**src/rtl/alu_uart_requester.sv**
```systemverilog
// Host-side requester for the UART ALU protocol: sends A, B and the opcode as three
// TX bytes, then waits (with a timeout) for the single result byte on the RX side.
module alu_uart_requester #(
    parameter int N       = 7,
    parameter int TIMEOUT = 1000000
) (
    input  logic       clk,
    input  logic       rst_n,
    input  logic       start,
    input  logic [N:0] a,
    input  logic [N:0] b,
    input  logic [5:0] op,
    output logic       busy,
    output logic       done,
    output logic       err_timeout,
    output logic [N:0] result,
    output logic [N:0] w_data,
    output logic       wr_uart,
    input  logic       tx_full,
    input  logic [N:0] r_data,
    output logic       rd_uart,
    input  logic       rx_empty
);

    localparam int CW = $clog2(TIMEOUT);
    localparam logic [CW-1:0] CNT_LAST = CW'(TIMEOUT - 1);

    typedef enum logic [2:0] {
        IDLE,
        SEND_A,
        SEND_B,
        SEND_OP,
        WAIT_RES,
        DONE
    } state_t;

    state_t        state_q;
    logic [N:0]    a_q;
    logic [N:0]    b_q;
    logic [5:0]    op_q;
    logic [CW-1:0] cnt_q;
    logic [N:0]    result_q;
    logic [N:0]    w_data_q;
    logic          wr_uart_q;
    logic          rd_uart_q;
    logic          done_q;
    logic          err_timeout_q;
    logic [N:0]    op_byte_d;

    // Opcode zero-extended to a full byte; written this way so N=5 needs no zero-width fill.
    always_comb begin
        op_byte_d      = '0;
        op_byte_d[5:0] = op_q;
    end

    always_ff @(posedge clk or negedge rst_n) begin
        if (!rst_n) begin
            state_q       <= IDLE;
            a_q           <= '0;
            b_q           <= '0;
            op_q          <= '0;
            cnt_q         <= '0;
            result_q      <= '0;
            w_data_q      <= '0;
            wr_uart_q     <= 1'b0;
            rd_uart_q     <= 1'b0;
            done_q        <= 1'b0;
            err_timeout_q <= 1'b0;
        end else begin
            wr_uart_q     <= 1'b0;
            rd_uart_q     <= 1'b0;
            done_q        <= 1'b0;
            err_timeout_q <= 1'b0;
            case (state_q)
                IDLE: begin
                    // rx_empty lags a pop by one cycle, so never decide on it right after popping.
                    if (!rx_empty && !rd_uart_q) begin
                        rd_uart_q <= 1'b1;
                    end else if (start && rx_empty && !rd_uart_q) begin
                        a_q     <= a;
                        b_q     <= b;
                        op_q    <= op;
                        state_q <= SEND_A;
                    end
                end
                SEND_A: begin
                    if (!tx_full) begin
                        wr_uart_q <= 1'b1;
                        w_data_q  <= a_q;
                        state_q   <= SEND_B;
                    end
                end
                SEND_B: begin
                    if (!tx_full) begin
                        wr_uart_q <= 1'b1;
                        w_data_q  <= b_q;
                        state_q   <= SEND_OP;
                    end
                end
                SEND_OP: begin
                    if (!tx_full) begin
                        wr_uart_q <= 1'b1;
                        w_data_q  <= op_byte_d;
                        cnt_q     <= '0;
                        state_q   <= WAIT_RES;
                    end
                end
                WAIT_RES: begin
                    if (!rx_empty) begin
                        rd_uart_q <= 1'b1;
                        result_q  <= r_data;
                        done_q    <= 1'b1;
                        cnt_q     <= '0;
                        state_q   <= DONE;
                    end else if (cnt_q == CNT_LAST) begin
                        err_timeout_q <= 1'b1;
                        cnt_q         <= '0;
                        state_q       <= IDLE;
                    end else begin
                        cnt_q <= cnt_q + CW'(1);
                    end
                end
                DONE: begin
                    state_q <= IDLE;
                end
                default: begin
                    state_q <= IDLE;
                end
            endcase
        end
    end

    assign busy        = (state_q != IDLE);
    assign done        = done_q;
    assign err_timeout = err_timeout_q;
    assign result      = result_q;
    assign w_data      = w_data_q;
    assign wr_uart     = wr_uart_q;
    assign rd_uart     = rd_uart_q;

endmodule

```
**config.mk**
```make
export PLATFORM = sky130hd
export DESIGN_NAME = alu_uart_requester
export DESIGN_NICKNAME = d
export VERILOG_FILES = /design/src/rtl/alu_uart_requester.sv
export SDC_FILE = /design/constraint.sdc
export NUM_CORES = 1
export LEC_CHECK = 0
export CORE_MARGIN = 1.5
export CORE_UTILIZATION = 35
export CTS_CLUSTER_SIZE = 30
export DETAILED_ROUTE_END_ITERATION = 12
export GPL_TIMING_DRIVEN = 0
export PLACE_DENSITY = 0.57
export SLEW_MARGIN = 20
export SYNTH_ARGS = -nofsm -noshare
export SYNTH_HDL_FRONTEND = slang
export SYNTH_SLANG_ARGS = --single-unit
```
**constraint.sdc**
```tcl
create_clock -name clk -period 1.9 [get_ports clk]
set_clock_uncertainty 0.15 [all_clocks]
set_input_delay 0.38 -clock clk [delete_from_list [all_inputs] [get_ports clk]]
set_output_delay 0.38 -clock clk [all_outputs]
set_load 0.01 [all_outputs]
```
==> run metrics, run 1 <==
vias in the first global route 2510; worst slew pin tran 391 ps; share of the synthesized area in the top cell type 52.4%; layout overhead on the synthesized area 37.8%; asr flop ratio synth 100%; Die Area 9440 um^2; Final Hold Viols 0; setup slack after layout 23.8 ps; Clock Latency Late Sink approximately 350 ps; Netlist cell types between 40 and 50; Simple-Gate Fraction of Synth Area between 10% and 20%; Most Crowded Layer GR met2; mapped cell area 3100 um^2; mux share of post-synthesis cell area 15.8%; Final Non-Filler Cells 471; Pins Over Slew Limit 0; Req. time, crit path 2010 ps; worst hold-check path type in2async; clock root cell clkbuf_8; post-place instance area 3810 um^2; Placed Cells 438; Slew HR 73.7%; Leakage 1.80 nW; dominant cell type by area after synthesis dfrtp_1; GRT Total Usage 16.2%; CTS tree built; Crit Path Class reg2reg; fin crit share a little over nine tenths; share of cells above drive strength 1 28.9%; Cell Rows 34; adder-cell share of the synthesized area 0.403%; multi-input logic area 1480 um^2; Worst-path clk slew 80 ps; power per cell area 1240 nW/um^2; FF-to-FF path depth 8; met2 Track Usage GR 26.0%; First-pass DRT Iterations 4; gr ovfl total 0; status complete, no violations; area share of xor/xnor cells in the synthesized design 0.282%; die height 97.2 um; number of synthesis warnings 0; fmax ~530 MHz; Clock Sink Count 65; maxcap violations 0; Starting Density between 30% and 40%; Worst VDD drop 0.710 mV; largest net degree at the start of global routing 57; synth top area cells dfrtp_1 52%, mux2_2 11%, mux2i_1 4.5%, a21oi_1 3.7%, nand2_1 2.9%; cell count after synthesis roughly 270; WL per Instance 15.1 um; CP endpoint kind flip-flop; Post-DP HPWL 4780 um; Final min period 1880 ps; Final nets 394; number of synthesized flops with an enable pin 0; Ports 56; post-synthesis sequential area ratio a little over half; RSZ-0062 raised after global routing true; r2r setup slk 20 ps; Storage cell area 1630 um^2; M1 GR Usage 20.1%; fillers between 800 and 900; Yosys reg bits 65; CTS H-Tree Depth 3; Main synth FF type dfrtp_1; Place WS -478 ps; Worst Path Max Fanout 6; drt drc 0; total number of vias 2453; Clock Path Buffers 2; core area 8640 um^2; Via density 5.21; port bufs 55; Iter 0 DRT Violations 93; die width 97.2 um; critical path arrival 1990 ps; main combinational cell family by area after synthesis simple AND/OR/NAND/NOR gates; M3 GR Usage ~5.9%; CP Launch Type flip-flop; Num CTS Buffers 9; RePlAce Congestion about 0.85; first-pass GRT wire length 12200 um; Hold Slack between 200 and 250 ps; initial antenna violation count 0; post-synth net total 310; power consumption around 5.3 mW; Synth Area in Compound Gates 9.88%; final wirelength around 7100 um; Final setup viols 0; Post-DRT Antenna Nets 0; synthesized area per cell 11.3 um^2; diode count 0; post-route design area 4280 um^2
-- cells by family after synthesis --
logic type | count (synthesis)
and+or+nand+nor | 94
DFF | 65
AOI/OAI and AO/OA | 52
muxes | 45
buffers and inverters | 16
xor gates and xnor gates | 1
adders and majority gates | 1
-- cell usage in the layout (no fill, tap or decap), types with 9 or more instances in the layout --
cell,instances
mux2_2,31
nand3_1,14
buf_4,15
nand4_1,13
o21ai_0,17
mux2i_1,14
clkbuf_8,9
a21oi_2,9
nand2_1,24
dfrtp_1,64
a21oi_1,14
clkdlybuf4s50_1,52
nor2_1,14
-- timing repair --
action | 4_1_cts | 5_1_grt
endpoints found under the setup margin | 47 | 44
gates resized for setup | 20 | 14
pin swaps | 3 | 8
endpoints found under the hold margin | 65 | 0
cloned | 3 | 0
setup buffers | 7 | 6
hold buffers | 1 | 0
-- routing by layer --
metal	share of wire, %	vias to the layer above
met5	0	-
met4	1.6	0
met3	5.0	14
met2	49	60
met1	44	1203
li1	-	1176
-- per-stage QoR --
stage	util (%)	TNS [ps]
after floorplan	-	0
after global placement	43.9	-148280
after detailed placement	44.2	-21240
after CTS	48.5	-3.18
after global routing	49.5	-391
final	49.5	0
-- synth_stat cells, types with 3 or more instances --
cell type  count
buf_6          3
buf_4          5
nand3_1       14
and3_1         4
buf_2          3
nand4_1       13
dfrtp_1       65
o21ai_0       17
a21oi_1       23
mux2i_1       14
mux2_2        31
nand2_1       24
nor2_1        16
-- worst max-delay path, stage by stage (launching register included) --
cell and delay, ps:
dfrtp_1 390, ha_2 190, nand4_1 90, buf_6 140, nor3_4 50, a31oi_4 350, buf_12 160, nand4_1 80
o211ai_1 180
-- where the power goes --
group	total (mW)	internal [mW]	switching (mW)	leakage [nW]
clock network	1.21	0.617	0.595	0.0966
logic	2.01	1.09	0.922	0.868
registers	2.08	1.84	0.241	0.834
-- final cells by class --
| type | count | area share (%) |
|---|---|---|
| flip-flops and latches | 65 | 38.1 |
| plain buffers | 13 | 2.40 |
| clock inverters | 7 | 1.78 |
| repair buffers | 72 | 16.7 |
| clock buffers | 9 | 2.90 |
| well taps | 108 | 3.16 |
| multi-input cells | 194 | 34.7 |
| inverters | 3 | 0.263 |
-- registers in the layout, summed over array words and instances (netlist names) --
register	flops
wr_uart	1
state_q	3
cnt_q	20
w_data	8
op_q	6
rd_uart	1
done	1
err_timeout	1
b_q	8
result	8
a_q	8
-- worst paths after layout --
path,startpoint,endpoint
min reg2reg,w_data[1],w_data[1]
min,rst_n,cnt_q[2]
max,cnt_q[0],cnt_q[17]
max reg2reg,cnt_q[0],cnt_q[17]
min in group clk,w_data[1],w_data[1]
max in group asynchronous,rst_n,cnt_q[18]
(Power assumes the default switching activity.)
==> run 2, diff against run 1 <==
--- a/config.mk
+++ b/config.mk
@@ -11,6 +11,7 @@
 export DETAILED_ROUTE_END_ITERATION = 12
 export GPL_TIMING_DRIVEN = 0
 export PLACE_DENSITY = 0.57
+export SKIP_CTS_REPAIR_TIMING = 1
 export SLEW_MARGIN = 20
 export SYNTH_ARGS = -nofsm -noshare
 export SYNTH_HDL_FRONTEND = slang
==> run 2 against run 1 <==
Net effect:
- the flow now finishes with violations (setup timing)
- die area unchanged
- count of clock-buffer cells in the layout unchanged
- sequential cell count unchanged
- final cell count increased by 0.64%
- hold slack improved by 8.0 ps
- critical path type unchanged
- total power increased by 0.34%
- critical endpoint is now cnt_q[3]
- global-route usage decreased by 0.99 points
- sequential share of layout area decreased by 0.39 points
- routed wire length increased by 1.3%
==> run metrics, run 2 (synthesized netlist as in run 1, its figures left out) <==
Iter 0 DRT Violations 110 (+18%); largest net degree at the start of global routing 57 (unchanged); Req. time, crit path 1990 ps (-20 ps); CP delay by family, top compound AO/OA/AOI/OAI gates; Storage cell area 1630 um^2 (+0.15%); CP Launch Type flip-flop; status finished, violations left; Clock Sink Count 65 (unchanged); Starting Density 35.9% (unchanged); Die Area 9440 um^2 (unchanged); CTS tree built; Place WS -478 ps (unchanged); Clock Path Buffers 2 (unchanged); r2r startpoint cnt_q[0]; Final Hold Viols 0 (unchanged); drt drc 0 (unchanged); worst hold-check path type in2async; Final nets 397 (+0.76%); power per cell area 1230 nW/um^2 (-0.85%); Worst VDD drop 0.710 mV (about the same); initial antenna violation count 0 (unchanged); Slew HR 71.9% (-1.8 points); Crit. Startpoint cnt_q[0]; Worst-path clk slew 80 ps (about the same); final wirelength 7210 um (+1.3%); post-place instance area 3810 um^2 (unchanged); fillers 804 (-1.3%); CTS H-Tree Depth 3 (unchanged); maxcap violations 0 (unchanged); Ports 56 (unchanged); commonest non-fill, non-tap cell in the layout dfrtp_1; fmax 500 MHz (-6.1%); Max stage delay cell, worst path dfrtp_2; largest reg by FF count cnt_q; Final min period 2000 ps (+122 ps); RePlAce Congestion 0.851 (unchanged); gr ovfl total 0 (unchanged); Cell Rows 34 (unchanged); Post-DRT Antenna Nets 0 (unchanged); CP endpoint kind flip-flop; number of buffers and inverters on the critical path 1 (-1); RSZ-0062 raised after global routing true; diode count 0 (unchanged); fin crit share 105% (+6.4 points); final setup TNS -260 ps (-260 ps); total number of vias 2439 (-0.57%); power consumption 5.32 mW (+0.34%); Critical Path, Cell by Cell ha_4, nand4_1, nor3_4, buf_6, a31oi_4, a21o_1, a22o_1; worst slew pin tran 419 ps (+27.4 ps); violated checks setup timing; setup slack after layout -98.4 ps (-122 ps); GRT Total Usage 15.2% (-0.99 points); Worst path max stage delay 410 ps (+20 ps); core area 8640 um^2 (unchanged); multi-input logic area 1520 um^2 (+2.1%); max reg flops 20 (unchanged); Clock Latency Late Sink 340 ps (about the same); first-pass GRT wire length 11500 um (-5.9%); First-pass DRT Iterations 4 (unchanged); layout overhead on the synthesized area 39.4%; Post-DP HPWL 4780 um (unchanged); clock root cell clkbuf_8; Via density 5.15 (-1.2%); share of cells above drive strength 1 30.1% (+1.1 points); die height 97.2 um (unchanged); Final setup viols 9 (+9); die width 97.2 um (unchanged); commonest cells after routing, fill and taps aside 62 x dfrtp_1, 52 x clkdlybuf4s50_1, 31 x mux2_2; post-route design area 4330 um^2 (+1.2%); Leakage 1.84 nW (+2.4%); critical path arrival 2090 ps (+100 ps); vias in the first global route 2350 (-6.4%); Worst Path Max Fanout 5 (-1); Pins Over Slew Limit 0 (unchanged); Num CTS Buffers 9 (unchanged); WL per Instance 15.2 um (+0.68%); port bufs 55 (unchanged); Crit Path Class reg2reg
[run 2: changes by cell type in the layout (fill, tap and decap cells not counted), moves of 2 or more]
cell            before  now
buf_4               15   20
dfrtp_1             64   62
dfrtp_2              1    3
dlymetal6s2s_1       0    2
[run 2: through the flow]
step | cells | hold WS, ps | util [%]
after floorplan | 274 | -65.6 | -
after global placement | 437 | 313 | 43.9
after detailed placement | 438 | 81.1 | 44.2
after CTS | 454 | -304 | 46.5
after global routing | 474 | 243 | 50.1
final | 474 | 251 | 50.1
[run 2: path summary, 6_finish.rpt]
path / depth (start not counted) / end / slack, ps
setup / recovery: 7 / cnt_q[3] / -100
hold / removal: 2 / cnt_q[2] / 250
setup reg to reg: 7 / cnt_q[3] / -100
hold reg to reg: 2 / w_data[1] / 330
max in group asynchronous: 3 / cnt_q[11] / 830
min in group clk: 2 / rd_uart / 330
[run 2: area by class of cell]
cell class | count | share of cell area (%)
inverter | 3 | 0.260
timing repair buffer | 75 | 17.0
clock buffer | 9 | 2.86
clock inverter | 7 | 1.76
sequential | 65 | 37.7
multi-input combinational | 194 | 35.0
buffer | 13 | 2.28
tap | 108 | 3.12
[run 2: power by group]
group / leakage, nW / internal (mW) / switching, mW / total (mW)
sequential: 0.830 / 1.85 / 0.253 / 2.10
clock: 0.0966 / 0.617 / 0.585 / 1.20
combinational: 0.915 / 1.10 / 0.920 / 2.02
[run 2: per-layer routing]
metal  global-route usage [%]  wire length, um  vias up
met5                        0                0        -
met4                     3.68               51        0
met3                     5.61              329        5
met2                     24.1             3600       49
met1                     19.7             3220     1207
li1                         -                -     1178
